==> src/rtl/uart_frame_pkg.sv <==
// rtl/uart_frame_pkg.sv - shared states, frame geometry and checksum helper (UART_FRAME_CHECKSUM_EN adds a sixth byte)
package uart_frame_pkg;

   typedef enum logic [2:0] {
      IDLE    = 3'd0,
      COLLECT = 3'd1,
      CHECK   = 3'd2,
      HOLD    = 3'd3,
      DRAIN   = 3'd4
   } state_t;

   localparam int FRAME_DATA_BYTES = 5;
`ifdef UART_FRAME_CHECKSUM_EN
   localparam int FRAME_BYTES = FRAME_DATA_BYTES + 1;
`else
   localparam int FRAME_BYTES = FRAME_DATA_BYTES;
`endif
   localparam int IDX_WIDTH = 3;

   // XOR of the control byte and the four data bytes
   function automatic logic [7:0] frame_checksum(input logic [7:0] b0, input logic [7:0] b1,
                                                 input logic [7:0] b2, input logic [7:0] b3,
                                                 input logic [7:0] b4);
      return b0 ^ b1 ^ b2 ^ b3 ^ b4;
   endfunction

endpackage

==> src/rtl/uart_frame_assembler_interbyte_timer.sv <==
// rtl/uart_frame_assembler_interbyte_timer.sv - saturating idle counter that flags a stalled frame
module interbyte_timer #(
   parameter int TIMEOUT_CYCLES = 1000000
) (
   input  logic clk,
   input  logic rst_n,
   input  logic clear,
   input  logic enable,
   output logic expired
);

   localparam int TIMER_WIDTH = $clog2(TIMEOUT_CYCLES + 1);
   localparam logic [TIMER_WIDTH-1:0] LIMIT = TIMER_WIDTH'(TIMEOUT_CYCLES - 1);

   logic [TIMER_WIDTH-1:0] count;

   // count idle cycles while enabled; clear wins, and the count parks at the limit
   always_ff @(posedge clk or negedge rst_n) begin
      if (!rst_n) begin
         count <= '0;
      end else if (clear) begin
         count <= '0;
      end else if (enable && (count != LIMIT)) begin
         count <= count + TIMER_WIDTH'(1);
      end
   end

   assign expired = enable && (count == LIMIT);

endmodule

==> src/rtl/uart_frame_assembler.sv <==
// rtl/uart_frame_assembler.sv - builds control+data frames from UART bytes (optional UART_FRAME_CHECKSUM_EN)
module uart_frame_assembler
   import uart_frame_pkg::*;
#(
   parameter int TIMEOUT_CYCLES = 1000000
) (
   input  logic        masterClock,
   input  logic        reset,
   input  logic [7:0]  rxData,
   input  logic        rxValid,
   input  logic        clearDR,
   output logic        dataReceived,
   output logic [7:0]  control,
   output logic [31:0] inputData,
   output logic        overrun,
   output logic        frameError
);

   // the final byte of a frame is consumed straight from rxData, so it is never shadowed
   localparam int SHADOW_BYTES = FRAME_BYTES - 1;
   localparam logic [IDX_WIDTH-1:0] LAST_IDX = IDX_WIDTH'(FRAME_BYTES - 1);

   state_t               state;
   logic [IDX_WIDTH-1:0] byte_idx;
   logic [7:0]           shadow [SHADOW_BYTES];
`ifdef UART_FRAME_CHECKSUM_EN
   logic [7:0]           check_byte;
`endif

   logic timer_clear;
   logic timer_enable;
   logic timer_expired;

   assign timer_enable = (state == COLLECT);
   assign timer_clear  = rxValid || (state != COLLECT);

   interbyte_timer #(
      .TIMEOUT_CYCLES(TIMEOUT_CYCLES)
   ) u_timer (
      .clk    (masterClock),
      .rst_n  (reset),
      .clear  (timer_clear),
      .enable (timer_enable),
      .expired(timer_expired)
   );

   // frame state machine with registered handshake, frame and pulse outputs
   always_ff @(posedge masterClock or negedge reset) begin
      if (!reset) begin
         state        <= IDLE;
         byte_idx     <= '0;
         for (int i = 0; i < SHADOW_BYTES; i++) shadow[i] <= '0;
`ifdef UART_FRAME_CHECKSUM_EN
         check_byte   <= '0;
`endif
         dataReceived <= 1'b0;
         control      <= '0;
         inputData    <= '0;
         overrun      <= 1'b0;
         frameError   <= 1'b0;
      end else begin
         overrun    <= 1'b0;
         frameError <= 1'b0;
         case (state)
            IDLE: begin
               if (rxValid) begin
                  shadow[0] <= rxData;
                  byte_idx  <= IDX_WIDTH'(1);
                  state     <= COLLECT;
               end
            end
            COLLECT: begin
               // a byte arriving on the expiry cycle still counts, so it is tested first
               if (rxValid) begin
                  if (byte_idx == LAST_IDX) begin
                     byte_idx <= '0;
`ifdef UART_FRAME_CHECKSUM_EN
                     check_byte <= rxData;
                     state      <= CHECK;
`else
                     control      <= shadow[0];
                     inputData    <= {shadow[1], shadow[2], shadow[3], rxData};
                     dataReceived <= 1'b1;
                     state        <= HOLD;
`endif
                  end else begin
                     for (int i = 0; i < SHADOW_BYTES; i++) begin
                        if (byte_idx == IDX_WIDTH'(i)) shadow[i] <= rxData;
                     end
                     byte_idx <= byte_idx + IDX_WIDTH'(1);
                  end
               end else if (timer_expired) begin
                  frameError <= 1'b1;
                  byte_idx   <= '0;
                  state      <= IDLE;
               end
            end
            CHECK: begin
`ifdef UART_FRAME_CHECKSUM_EN
               if (rxValid) overrun <= 1'b1;
               if (frame_checksum(shadow[0], shadow[1], shadow[2], shadow[3], shadow[4]) == check_byte) begin
                  control      <= shadow[0];
                  inputData    <= {shadow[1], shadow[2], shadow[3], shadow[4]};
                  dataReceived <= 1'b1;
                  state        <= HOLD;
               end else begin
                  frameError <= 1'b1;
                  state      <= IDLE;
               end
`else
               state <= IDLE;
`endif
            end
            HOLD: begin
               if (rxValid) overrun <= 1'b1;
               if (clearDR) begin
                  dataReceived <= 1'b0;
                  state        <= DRAIN;
               end
            end
            DRAIN: begin
               // a stale acknowledge must fall before the next frame may be taken
               if (rxValid) overrun <= 1'b1;
               if (!clearDR) state <= IDLE;
            end
            default: begin
               state <= IDLE;
            end
         endcase
      end
   end

endmodule
==> config.mk <==
export PLATFORM = sky130hd
export DESIGN_NAME = uart_frame_assembler
export DESIGN_NICKNAME = d
export VERILOG_FILES = /design/src/rtl/uart_frame_pkg.sv /design/src/rtl/uart_frame_assembler_interbyte_timer.sv /design/src/rtl/uart_frame_assembler.sv
export SDC_FILE = /design/constraint.sdc
export NUM_CORES = 1
export LEC_CHECK = 0
export ABC_AREA = 1
export BUFFER_PORTS_ARGS = -buffer_cell sky130_fd_sc_hd__buf_4
export CAP_MARGIN = 40
export CORE_MARGIN = 1
export CORE_UTILIZATION = 42
export CTS_CLUSTER_DIAMETER = 60
export DETAILED_ROUTE_END_ITERATION = 10
export GPL_ROUTABILITY_DRIVEN = 1
export GPL_TIMING_DRIVEN = 0
export MAX_ROUTING_LAYER = met4
export PLACE_DENSITY_LB_ADDON = 0.1
export SYNTH_ARGS = -nofsm -noshare
export SYNTH_HDL_FRONTEND = slang
export SYNTH_SLANG_ARGS = --single-unit
==> constraint.sdc <==
create_clock -name masterClock -period 1.55 [get_ports masterClock]
set_input_delay 0.2325 -clock masterClock [delete_from_list [all_inputs] [get_ports masterClock]]
set_output_delay 0.2325 -clock masterClock [all_outputs]
set_load 0.05 [all_outputs]
# Word-level counts from Yosys, hierarchy flattened

Cells that the tools add are included.

Div/mod/pow operators: 0
Order comparisons: 0
Shift-type cells: 0
Add/subtract/negate cells: 2
Multiplexer cells: 29
Eq/ne operators: 19
Bitwise operators: 1
Reductions and logical operators: 17
Multiply operators: 0

Operator list:

| operator                | number |
|---|---|
| $mux W32                | 2 |
| $mux W20                | 2 |
| $mux W8                 | 5 |
| $mux W3                 | 8 |
| $add A20 B1 Y20 const B | 1 |
| $eq A20 B20 Y1 const B  | 1 |
| $ne A20 B20 Y1 const B  | 1 |
| $pmux W8 S2             | 1 |
| $reduce_and A4 Y1       | 4 |
| $ne A2 B2 Y1 const B    | 7 |
| $pmux W3 S4             | 1 |
| $reduce_and A5 Y1       | 2 |
| $eq A3 B2 Y1 const B    | 3 |
| $mux W1                 | 8 |
| $eq A3 B1 Y1 const B    | 2 |
| $eq A3 B3 Y1 const B    | 2 |
| $logic_not A3 Y1        | 2 |
| $ne A3 B3 Y1 const B    | 2 |
| $pmux W3 S2             | 1 |
| $reduce_and A3 Y1       | 2 |
| $reduce_bool A2 Y1      | 3 |
| $add A3 B1 Y3 const B   | 1 |
| $ne A3 B1 Y1 const B    | 1 |
| $logic_and A1 B1 Y1     | 2 |
| other kinds (4)         | 4 |

Memory bits (read-only): 0
Logic and storage cells: 80
Latch bits: 0
Input bits: 12
Bits in writable memories: 0
Register bits after elaboration: 101
Memories kept: 0

# Longest topological paths before layout

Gate-level depths: netlist of run 1.

Depth after elaboration: 5
Mapped depth: 10

# Modules after synthesis

Synthesis of run 1 repeated with hierarchy kept, for this count alone.

Cells, all modules: 554
Area total of the unflattened synthesis: 5063.6 um^2

Modules (own cells, without submodules):

| module               | area an instance (um^2) | instances | cells each |
|---|---|---|---|
| uart_frame_assembler | 3575.9                  | 1         | 347 |
| interbyte_timer      | 1487.7                  | 1         | 207 |

# Least setup slack after synthesis of run 1

Ideal clock, no wire load.

Path kind: register to register
Start point: reg byte_idx[0]
End point: reg state[0]
Library setup time: 0.117 ns
Path slack: 0.058 ns
Stages on the path, launching flop included: 10
Arrival time: 1.375 ns
Required time: 1.433 ns
Path buffers: 0
Path through: dfrtp_1 > inv_1 > ha_1 > nand2_1 > nand2_1 > nor2_1 > nor3_1 > nand2_1 > nand2_1 > nand2_1

Longest elaborated chain between the ends: 3

Ends and longest elaborated chain:

| element                            | RTL line                   | source |
|---|---|---|
| start, declared                    | uart_frame_assembler.sv:24 | `logic [IDX_WIDTH-1:0] byte_idx;` |
| start signal, assigned             | uart_frame_assembler.sv:90 | `byte_idx <= byte_idx + IDX_WIDTH'(1);` |
| $eq A3 B3 Y1                       | uart_frame_assembler.sv:75 | `if (byte_idx == LAST_IDX) begin` |
| $ne A3 B3 Y1 (no source line)      | n/a                        |  |
| $reduce_and A5 Y1 (no source line) | n/a                        |  |
| end signal, assigned               | uart_frame_assembler.sv:69 | `state <= COLLECT;` |
| end signal, assigned               | uart_frame_assembler.sv:84 | `state <= HOLD;` |
| end signal, assigned               | uart_frame_assembler.sv:95 | `state <= IDLE;` |
| end, declared                      | uart_frame_assembler.sv:23 | `state_t state;` |

No other way between the ends.
A chain may end at the register's enable or synchronous reset.

# Worst setup path in the final report of run 1

Start point: reg state[1]
End point: reg inputData[22]

Longest elaborated chain between the ends: 2

Ends and longest elaborated chain:

| element                            | RTL line                   | source |
|---|---|---|
| start signal, assigned             | uart_frame_assembler.sv:50 | `state <= IDLE;` |
| start signal, assigned             | uart_frame_assembler.sv:69 |  |
| start signal, assigned             | uart_frame_assembler.sv:84 |  |
| $eq A3 B1 Y1                       | uart_frame_assembler.sv:64 | `case (state)` |
| $reduce_and A3 Y1 (no source line) | n/a                        |  |
| end signal, assigned               | uart_frame_assembler.sv:82 | `inputData <= {shadow[1], shadow[2], shadow[3], rxData};` |
| end, declared                      | uart_frame_assembler.sv:14 | `output logic [31:0] inputData,` |

No other way between the ends.

==> out/metrics.yaml, run 1 <==
route:
  avgRoutedWirePerCell_um: 14.5
  drt_pass1_iterations: 4
  wl_mm: 10.9
  drc_errors: 0
  vias: 3655
  antenna_left: 0
  vias_per_cell: 4.85
  drt-initial-drc-count: 134
synthesis:
  ys_seq_area_frac: 0.544
  netlist_area_mm2: 0.00464
  synth_top_area_cell: "dfrtp_1"
  synth_top_area_share: 0.544
  avgSynthCellArea_um2: 9.07
  ys_ff_latch: 101
  synth_area_leaders: "dfrtp_1, nand2_1, o21ai_2, inv_1, o21ai_0"
  syn_inst: 512
  ys.flop_type: "dfrtp_1"
  synth_nets: 530
  synthArstFlopShare: 1.00
  ys_types: 31
  synth.top_cells.by_count: "nand2_1, dfrtp_1, inv_1"
  synth-edff-count: 0
  yosysWarnings: 0
  yosysMostFrequentCell: "nand2_1"
place:
  globalplace.congestion: 0.796
  dp.cells: 707
  place_hpwl_mm: 7.11
  portBuffers: 54
  place_ws_ns: -0.183
min_path:
  hold_path_startpoint: "clearDR"
  hold_path_class: "in -> reg"
global_route:
  grt_antenna_before_repair: 0
  grt_start_max_net_pins: 54
  grt_pass1_wl_mm: 18.0
  gr-usage-all-layers: 0.211
  gr-total-overflow: 0
  grt_pass1_vias: 3616
floorplan:
  initial_utilization: 0.430
  die_y_um: 107
  rows: 38
  core_mm2: 0.0108
  num_io_pins: 55
  die_area_mm2: 0.0115
  die_x_um: 107
finish:
  syn_to_final_growth_pct: 33.1
  regArea_mm2: 0.00253
  n_fill_cell: 956
  drive_gt1_frac: 0.366
  finalNonFillerCells: 754
  num_antenna_cells: 0
  fin_nets: 627
  multi_input_area_mm2: 0.00200
pwr:
  power_density_mw_per_mm2: 1960
  peakVddDrop_mv: 0.938
  leakagePower_nw: 3.03
clocking:
  cts.sinks: 101
  cts_buffers: 9
  cts_tree: "built"
  clkLatencyLatePin_ns: 0.38
  clockBufferDepth: 2
  cts_htree_levels: 3
  clockRootBuffer: "clkbuf_8"
  clk_pin_slew_worst_paths_ns: 0.10
run:
  max_cap_violations: 0
sta:
  max_slew_margin: 0.553
  post-route-period-util: 1.06
  fin_skew_ns: 0.0145
  worstMarginPinSlew_ns: 0.670
  period_needed_ns: 1.64
  finalHoldViolCount: 0
  setup_viol_count_final: 40
  fmax_mhz: 610
  slew_viol_final: 0
  rsz0062_at_grt: "true"
  setup_ws_ns: -0.0898
critical_path:
  crit_fanout: 5
  cp.arrival_ns: 1.92
  r2r_start: "state[1]"
  crit_start: "state[1]"
  critPathLaunchType: "flop"
  end_kind: "flop"
  worstPathRequired_ns: 1.83
  criticalPathCategory: "reg -> reg"
outcome:
  violations: "negative setup slack"
  status: "finished, violations left"
[worst max-delay path, stage by stage (launching register included)]
cell       delay (ns)
dfrtp_2          0.44
nor2_4           0.14
nand2_4          0.09
o21ai_4          0.18
buf_6            0.13
nand3_4          0.12
buf_12           0.19
clkbuf_16        0.16
nand2_4          0.05
o21ai_2          0.05
[final cells by class]
type                            count  area share
Buffer                             14      0.0316
Clock buffer                       10      0.0223
Clock inverter                      6     0.00891
Inverter                           73      0.0451
Multi-Input combinational cell    325       0.323
Sequential cell                   101       0.409
Tap cell                          140      0.0283
Timing Repair Buffer               85       0.131
[routing by layer]
metal	track usage	vias to the layer above	routed length (um)
met2	0.340	74	5210
met3	0.0298	15	397
met4	0.0705	0	176
met5	-	-	0
met1	0.275	1745	5140
li1	-	1821	-
[metrics by stage]
step	util	total power [mW]	TNS [ns]	hold WS, ns	instance area [um2]
floorplan	-	7.74	0	-0.0631	4640
global placement	0.484	9.01	-6.51	0.458	5220
detailed placement	0.487	9.13	-8.08	0.305	5250
CTS	0.545	11.6	-2.02	0.0423	5880
global route	0.573	12.9	-5.87	0.0381	6180
finish	0.573	12.1	-2.55	0.0466	6180
[cells in the final DEF, fill, tap and decap left out, drive strengths merged]
master / synthesis / final
nand2: 144 / 144
nand3: 24 / 25
clkinvlp: 0 / 2
and3: 1 / 1
nor2: 34 / 34
clkinv: 0 / 2
o21ai: 80 / 80
dlygate4sd3: 0 / 1
nand3b: 1 / 1
a21oi: 10 / 10
and2: 2 / 2
nor3: 9 / 9
ha: 6 / 6
or2: 4 / 4
inv: 73 / 75
buf: 14 / 96
xor2: 2 / 2
nand4: 7 / 7
clkbuf: 0 / 12
dfrtp: 101 / 101
[report_power, final]
part	switching [mW]	internal, mW
sequential	0.708	3.58
clock	1.01	0.657
combinational	3.72	2.42
[path summary, 6_finish.rpt]
kind / endpoint / cells after the start / slack (ns)
min in group asynchronous: shadow[3] / 2 / 0.40
worst max-delay path: inputData[22] / 9 / -0.09
max in group asynchronous: state[0] / 3 / 0.43
worst min register to register: inputData[8] / 2 / 0.49
worst max register to register: inputData[22] / 9 / -0.09
worst min-delay path: state[1] / 2 / 0.05
[timing repair]
action | in CTS | in global routing
gates resized for setup | 47 | 68
hold buffers | 1 | 0
pin swaps | 9 | 6
gates cloned | 4 | 3
setup endpoints to repair | 67 | 94
endpoints found under the hold margin | 48 | 0
buffers inserted | 20 | 5
[cell families (layout without fill, tap and decap cells)]
family | after synthesis | after routing | synth area share
AO/OA/AOI/OAI | 90 | 90 | 0.130
AND/OR/NAND/NOR | 226 | 227 | 0.215
buffers and inverters | 87 | 188 | 0.0908
XOR/XNOR | 2 | 2 | 0.00377
adder cells (fa/ha/maj) | 6 | 6 | 0.0162
flip-flops | 101 | 101 | 0.544
[registers in the layout, summed over array words and instances (netlist names)]
signal,flops
inputData,32
shadow,32
u_timer.count,20
control,8
byte_idx,3
state,3
dataReceived,1
frameError,1
overrun,1
(Power assumes the default switching activity.)
==> run 2, diff against run 1 <==
--- a/config.mk
+++ b/config.mk
@@ -10,12 +10,14 @@
 export CAP_MARGIN = 40
 export CORE_MARGIN = 1
 export CORE_UTILIZATION = 42
+export CTS_BUF_LIST = sky130_fd_sc_hd__clkbuf_8
 export CTS_CLUSTER_DIAMETER = 60
 export DETAILED_ROUTE_END_ITERATION = 10
 export GPL_ROUTABILITY_DRIVEN = 1
 export GPL_TIMING_DRIVEN = 0
 export MAX_ROUTING_LAYER = met4
 export PLACE_DENSITY_LB_ADDON = 0.1
+export SETUP_SLACK_MARGIN = 0.02
 export SYNTH_ARGS = -nofsm -noshare
 export SYNTH_HDL_FRONTEND = slang
 export SYNTH_SLANG_ARGS = --single-unit
==> out/metrics.yaml, run 2 (same netlist as run 1, synthesis figures left out) <==
outcome:
  status: "finished, violations left"  # unchanged
  violations: "negative setup slack"  # unchanged
floorplan:
  initial_utilization: 0.430  # unchanged
  die_y_um: 107  # unchanged
  die_x_um: 107  # unchanged
  core_mm2: 0.0108  # unchanged
  die_area_mm2: 0.0115  # unchanged
  rows: 38  # unchanged
  num_io_pins: 55  # unchanged
clocking:
  clkLatencyLatePin_ns: 0.38  # about the same
  clk_pin_slew_worst_paths_ns: 0.11  # was 0.10 ns
  clockRootBuffer: "clkbuf_8"  # unchanged
  cts_tree: "built"  # unchanged
  clockBufferDepth: 2  # unchanged
  cts_htree_levels: 3  # unchanged
  cts_buffers: 9  # unchanged
  cts.sinks: 101  # unchanged
route:
  vias_per_cell: 4.86  # was 4.85
  avgRoutedWirePerCell_um: 14.5  # about the same
  wl_mm: 10.9  # about the same
  vias: 3664  # was 3655
  drt-initial-drc-count: 161  # was 134
  drt_pass1_iterations: 5  # was 4
  antenna_left: 0  # unchanged
  drc_errors: 0  # unchanged
global_route:
  grt_start_max_net_pins: 54  # unchanged
  gr-usage-all-layers: 0.211  # about the same
  grt_antenna_before_repair: 0  # unchanged
  grt_pass1_vias: 3621  # was 3616
  grt_pass1_wl_mm: 18.0  # about the same
  gr-total-overflow: 0  # unchanged
run:
  max_cap_violations: 0  # unchanged
finish:
  final_core_utilization: 0.564  # was 0.573
  fin_nets: 627  # unchanged
  reg_top3: "inputData x32, shadow x32, u_timer.count x20"  # unchanged
  layout_common_cells: "nand2_1, dfrtp_1, buf_4"  # unchanged
  num_antenna_cells: 0  # unchanged
  final_common_cell: "nand2_1"  # unchanged
  drive_gt1_frac: 0.345  # was 0.366
  final_area_mm2: 0.00609  # was 0.00618 mm2
  syn_to_final_growth_pct: 31.2  # was 33.1%
  finalNonFillerCells: 754  # unchanged
pwr:
  switching_share: 0.453  # was 0.450
  peakVddDrop_mv: 0.896  # was 0.938 mV
  pwr-share-comb: 0.500  # was 0.508
  switching_power_mw: 5.35  # was 5.44 mW
  power_density_mw_per_mm2: 1940  # was 1960 mW/mm2
  p_int_mw: 6.47  # was 6.65 mW
  seqPwrFrac: 0.360  # was 0.354
  pwr-share-clk: 0.140  # was 0.138
  leakagePower_nw: 3.01  # was 3.03 nW
critical_path:
  cp.arrival_ns: 1.93  # was 1.92 ns
  criticalPathCategory: "reg -> reg"  # unchanged
  slowest_delay_ns: 0.42  # was 0.44 ns
  worstPathRequired_ns: 1.83  # about the same
  path_cells: "inv_2 > ha_4 > nand2_4 > o21ai_4 > buf_6 > nand3_4 > buf_12 > clkbuf_16 > nand2_1 > o21ai_2"  # was nor2_4 > nand2_4 > o21ai_4 > buf_6 > nand3_4 > buf_12 > clkbuf_16 > nand2_4 > o21ai_2
  reg2regPathDepth: 10  # was 9
  end_kind: "flop"  # unchanged
  critPathLaunchType: "flop"  # unchanged
  crit_fanout: 5  # unchanged
  slowest_stage: "dfrtp_1"  # was dfrtp_2
min_path:
  hold_depth: 2  # unchanged
  hold_path_class: "in -> reg"  # unchanged
sta:
  slew_viol_final: 0  # unchanged
  post-route-period-util: 1.06  # about the same
  fmax_mhz: 608  # was 610 MHz
  fin_skew_ns: 0.0132  # was 0.0145 ns
  setup_ws_ns: -0.0957  # was -0.0898 ns
  max_slew_margin: 0.553  # about the same
  period_needed_ns: 1.65  # was 1.64 ns
  setup_viol_count_final: 42  # was 40
  tns_ns: -2.82  # was -2.55 ns
  finalHoldViolCount: 0  # unchanged
  worstMarginPinSlew_ns: 0.670  # about the same
  rsz0062_at_grt: "true"  # unchanged
place:
  dp.cells: 707  # unchanged
  globalplace.congestion: 0.796  # unchanged
  place_hpwl_mm: 7.11  # unchanged
  placedInstanceArea_mm2: 0.00525  # unchanged
  portBuffers: 54  # unchanged
-- run 2: changes by cell type in the layout (fill, tap and decap cells not counted), moves of 3 or more --
| cell | before | now |
|---|---|---|
| nand2_4 | 19 | 16 |
| o21ai_1 | 10 | 13 |
| buf_12 | 7 | 3 |
| nand2_1 | 104 | 117 |
| nand2_2 | 21 | 11 |
| buf_8 | 3 | 6 |
-- run 2: metal layers --
layer,vias up,global-route usage,routed length (um)
li1,1818,-,-
met1,1758,0.276,5200
met2,78,0.340,5230
met3,10,0.0298,361
met4,0,0.0705,129
met5,-,-,0
-- run 2: path summary, 6_finish.rpt --
check | slack, ns | end | startpoint
max | -0.1 | inputData[23] | byte_idx[1]
max in group asynchronous | 0.42 | state[0] | reset
min reg2reg | 0.49 | shadow[30] | shadow[30]
min | 0.05 | state[1] | clearDR
max reg2reg | -0.1 | inputData[23] | byte_idx[1]
min in group asynchronous | 0.41 | shadow[3] | reset
-- run 2: power groups by stage --
stage / Clock, mW / Combinational (mW) / Sequential [mW]
after global routing: 1.80 / 6.44 / 4.38
after global placement: 0 / 4.84 / 4.17
after CTS: 1.71 / 5.70 / 4.20
after detailed placement: 0 / 4.92 / 4.21
final: 1.66 / 5.91 / 4.26
after floorplan: 0 / 2.20 / 5.54
-- run 2: cell type report --
cell class / instances / area [um2]
multi-input cells: 325 / 1960
repair buffers: 85 / 776
clock buffers: 10 / 138
inverters: 73 / 279
clock inverters: 6 / 55.1
well taps: 140 / 175
plain buffers: 14 / 180
fillers: 969 / 4700
flip-flops and latches: 101 / 2530
-- run 2: repair_timing --
action                                  in CTS  in global routing
gates resized for setup                     50                 45
hold buffers                                 1                  0
setup buffers                               20                  6
endpoints found under the hold margin       48                  0
pin swaps                                    8                  6
cloned                                       4                  2
endpoints found under the setup margin      80                 93
-- run 2: metrics by stage --
step / power, mW / setup WS, ns / hold slack (ns)
2_1_floorplan: 7.74 / 0.0578 / -0.0631
3_3_place_gp: 9.01 / -0.142 / 0.458
3_5_place_dp: 9.13 / -0.183 / 0.305
4_1_cts: 11.6 / -0.0695 / 0.0423
5_1_grt: 12.6 / -0.175 / 0.0412
6_report: 11.8 / -0.0957 / 0.0524
-- run 2: worst max-delay path: cells and delay by family (launching register included) --
kind,cells,cell delay [ns]
AO/OA/AOI/OAI,2,0.20
adder cells (fa/ha/maj),1,0.14
buffers and inverters,4,0.55
flip-flops,1,0.42
AND/OR/NAND/NOR,3,0.24
==> run 3, diff against run 2 <==
--- a/config.mk
+++ b/config.mk
@@ -20,4 +20,5 @@
 export SETUP_SLACK_MARGIN = 0.02
 export SYNTH_ARGS = -nofsm -noshare
 export SYNTH_HDL_FRONTEND = slang
+export SYNTH_HIERARCHICAL = 1
 export SYNTH_SLANG_ARGS = --single-unit
==> constraint.sdc (replaced) <==
create_clock -name masterClock -period 1.55 [get_ports masterClock]
set_input_delay 0.31 -clock masterClock [delete_from_list [all_inputs] [get_ports masterClock]]
set_output_delay 0.31 -clock masterClock [all_outputs]
set_load 0.05 [all_outputs]
==> out/metrics.yaml, run 3 <==
pwr:
  pwr-share-comb: 0.491  # was 0.500
  pwr-share-clk: 0.141  # was 0.140
  p_int_mw: 6.11  # was 6.47 mW
  switching_power_mw: 4.83  # was 5.35 mW
  switching_share: 0.441  # was 0.453
  peakVddDrop_mv: 0.819  # was 0.896 mV
  seqPwrFrac: 0.368  # was 0.360
  leakagePower_nw: 3.26  # was 3.01 nW
  power_density_mw_per_mm2: 1660  # was 1940 mW/mm2
critical_path:
  r2r_end: "u_timer/count[15]"  # was inputData[23]
  critPathLaunchType: "flop"  # unchanged
  crit_fanout: 8  # was 5
  r2r_start: "u_timer/count[0]"  # was byte_idx[1]
  slowest_delay_ns: 0.43  # was 0.42 ns
  rrSetupSlack_ns: -0.02  # was -0.1 ns
  worstPathRequired_ns: 1.86  # was 1.83 ns
  slowest_stage: "dfrtp_1"  # unchanged
  criticalPathCategory: "reg -> reg"  # unchanged
  critical_path.most_common_cell: "nand2_4"
  path_buf_inv: 1  # was 4
  cp_top_family: "simple AND/OR/NAND/NOR gates"  # was buffers and inverters
  reg2regPathDepth: 10  # unchanged
  cp.arrival_ns: 1.88  # was 1.93 ns
  end_kind: "flop"  # unchanged
  path_cells: "ha_4 > nand2_4 > nor2_8 > nand2_4 > nor2_4 > nand2_4 > nand2_8 > clkbuf_16 > nand3_2 > nand2_1"  # was inv_2 > ha_4 > nand2_4 > o21ai_4 > buf_6 > nand3_4 > buf_12 > clkbuf_16 > nand2_1 > o21ai_2
route:
  drt-initial-drc-count: 161  # unchanged
  vias_per_cell: 4.93  # was 4.86
  wl_met1_mm: 5.43  # was 5.20 mm
  drt_pass1_iterations: 7  # was 5
  avgRoutedWirePerCell_um: 14.5  # about the same
  drc_errors: 7  # was 0
  topRoutingLayerUsed: "met4"  # unchanged
  antenna_left: 0  # unchanged
  met3_length_um: 435  # was 361 um
  wl_mm: 11.7  # was 10.9 mm
  wl_met2_mm: 5.70  # was 5.23 mm
  vias: 3983  # was 3664
global_route:
  grt_antenna_before_repair: 0  # unchanged
  grt_start_max_net_pins: 54  # unchanged
  grt_pass1_vias: 3838  # was 3621
  gr-usage-all-layers: 0.206  # was 0.211
  gr-total-overflow: 0  # unchanged
  grt_pass1_wl_mm: 19.6  # was 18.0 mm
sta:
  max_slew_margin: 0.541  # was 0.553
  period_needed_ns: 1.57  # was 1.65 ns
  setup_viol_count_final: 9  # was 42
  fin_skew_ns: 0.0128  # was 0.0132 ns
  worstMarginPinSlew_ns: 0.688  # was 0.670 ns
  tns_ns: -0.134  # was -2.82 ns
  slew_viol_final: 0  # unchanged
  rsz0062_at_grt: "true"  # unchanged
  finalHoldViolCount: 0  # unchanged
  post-route-period-util: 1.02  # was 1.06
  setup_ws_ns: -0.0237  # was -0.0957 ns
  fmax_mhz: 635  # was 608 MHz
finish:
  n_fill_cell: 1030  # was 969
  final_common_cell: "nand2_1"  # unchanged
  drive_gt1_frac: 0.421  # was 0.345
  layout_common_cells: "nand2_1, dfrtp_1, buf_4"  # unchanged
  num_antenna_cells: 0  # unchanged
  reg_top3: "inputData x32, shadow x32, u_timer/count x20"  # was inputData x32, shadow x32, u_timer.count x20
  fin_nets: 678  # was 627
  final_area_mm2: 0.00659  # was 0.00609 mm2
  syn_to_final_growth_pct: 30.1  # was 31.2%
synthesis:
  syn_inst: 554  # was 512
  netlist_area_mm2: 0.00506  # was 0.00464 mm2
  yosysWarnings: 6  # was 0
  synth_top_area_share: 0.499  # was 0.544
  ys.flop_type: "dfrtp_1"  # unchanged
  synthArstFlopShare: 1.00  # unchanged
  yosysMostFrequentCell: "nand2_1"  # unchanged
  ys_types: 34  # was 31
  synth_area_leaders: "dfrtp_1, nand2_1, o21ai_2, inv_1, nor2_1"  # was dfrtp_1, nand2_1, o21ai_2, inv_1, o21ai_0
  avgSynthCellArea_um2: 9.14  # was 9.07 um2
  synth-edff-count: 0  # unchanged
  synth_nets: 572  # was 530
  ys_ff_latch: 101  # unchanged
  synth_top_area_cell: "dfrtp_1"  # unchanged
  ys_seq_area_frac: 0.499  # was 0.544
  synth.top_cells.by_count: "nand2_1, dfrtp_1, inv_1"  # unchanged
min_path:
  min_to: "state[2]"  # was state[1]
  hold_path_startpoint: "clearDR"  # unchanged
  hold_depth: 3  # was 2
  hold_path_class: "in -> reg"  # unchanged
floorplan:
  die_area_mm2: 0.0125  # was 0.0115 mm2
  core_mm2: 0.0116  # was 0.0108 mm2
  die_y_um: 112  # was 107 um
  die_x_um: 112  # was 107 um
  rows: 39  # was 38
  initial_utilization: 0.438  # was 0.430
  num_io_pins: 55  # unchanged
clocking:
  cts_tree: "built"  # unchanged
  clockBufferDepth: 2  # unchanged
  clk_pin_slew_worst_paths_ns: 0.09  # was 0.11 ns
  clkLatencyLatePin_ns: 0.37  # was 0.38 ns
  cts.sinks: 101  # unchanged
  cts_buffers: 9  # unchanged
  clockRootBuffer: "clkbuf_8"  # unchanged
  cts_htree_levels: 3  # unchanged
run:
  max_cap_violations: 0  # unchanged
place:
  portBuffers: 54  # unchanged
  place_hpwl_mm: 7.92  # was 7.11 mm
  placedInstanceArea_mm2: 0.00569  # was 0.00525 mm2
  globalplace.congestion: 0.846  # was 0.796
outcome:
  status: "finished, violations left"  # unchanged
  violations: "design-rule violations, negative setup slack"  # was negative setup slack
-- run 3: how the worst max path moves through the flow --
stage	from	endpoint	slack [ns]	cells after the start
detailed placement	state[2]	u_timer/count[5]	-0.24	8
global route	u_timer/count[10]	state[0]	-0.11	11
finish	u_timer/count[0]	u_timer/count[15]	-0.02	10
floorplan	u_timer/count[0]	state[0]	0.02	12
CTS	u_timer/count[0]	state[0]	-0.02	13
global placement	state[2]	u_timer/count[5]	-0.22	8
-- run 3: power by group through the flow --
stage | Sequential, mW | Clock, mW | Combinational (mW)
after floorplan | 5.22 | 0 | 2.09
after global placement | 4.00 | 0 | 4.51
after detailed placement | 4.02 | 0 | 4.57
after CTS | 3.96 | 1.60 | 4.86
after global routing | 4.13 | 1.72 | 5.80
final | 4.03 | 1.54 | 5.37
-- run 3: routing by layer --
metal | GRT usage | up-vias
li1 | - | 1986
met1 | 0.268 | 1914
met2 | 0.331 | 73
met3 | 0.0457 | 10
met4 | 0.0423 | 0
met5 | - | -
-- run 3: final cells by class --
type	count	area (um2)	share of cell area
Buffer	19	234	0.0355
Clock buffer	10	138	0.0209
Clock inverter	6	37.5	0.00570
Inverter	69	269	0.0408
Multi-Input combinational cell	365	2360	0.359
Sequential cell	101	2540	0.385
Tap cell	143	179	0.0272
Timing Repair Buffer	95	833	0.126
-- run 3: metrics by stage --
step / utilization / hold WS [ns] / std cells / total power [mW] / worst slack (ns)
finish: 0.570 / 0.220 / 808 / 10.9 / -0.0237
global route: 0.570 / 0.259 / 808 / 11.6 / -0.107
CTS: 0.531 / 0.211 / 791 / 10.4 / -0.0223
detailed placement: 0.492 / 0.397 / 752 / 8.59 / -0.235
global placement: 0.489 / 0.461 / 751 / 8.51 / -0.219
floorplan: - / 0.0144 / 554 / 7.31 / 0.0236
-- run 3: cell families (layout without fill, tap and decap cells) --
logic type,count (synthesis),count (layout),synth area share
flops,101,101,0.499
buf+inv,88,199,0.0867
fa+ha+maj,6,6,0.0148
simple gates,264,264,0.255
xor+xnor,10,10,0.0173
compound gates,85,85,0.127
-- run 3: worst min-delay path, cell delays in order --
cell and delay, ns:
buf_4 0.08, nand3_1 0.08, o21ai_0 0.08
-- run 3: timing repair --
action | 4_1_cts | 5_1_grt
setup endpoints to repair | 97 | 50
pin swaps | 21 | 24
gates cloned | 0 | 2
setup buffers | 22 | 15
resized for setup | 27 | 85
endpoints found under the hold margin | 52 | 0
hold buffers | 1 | 0
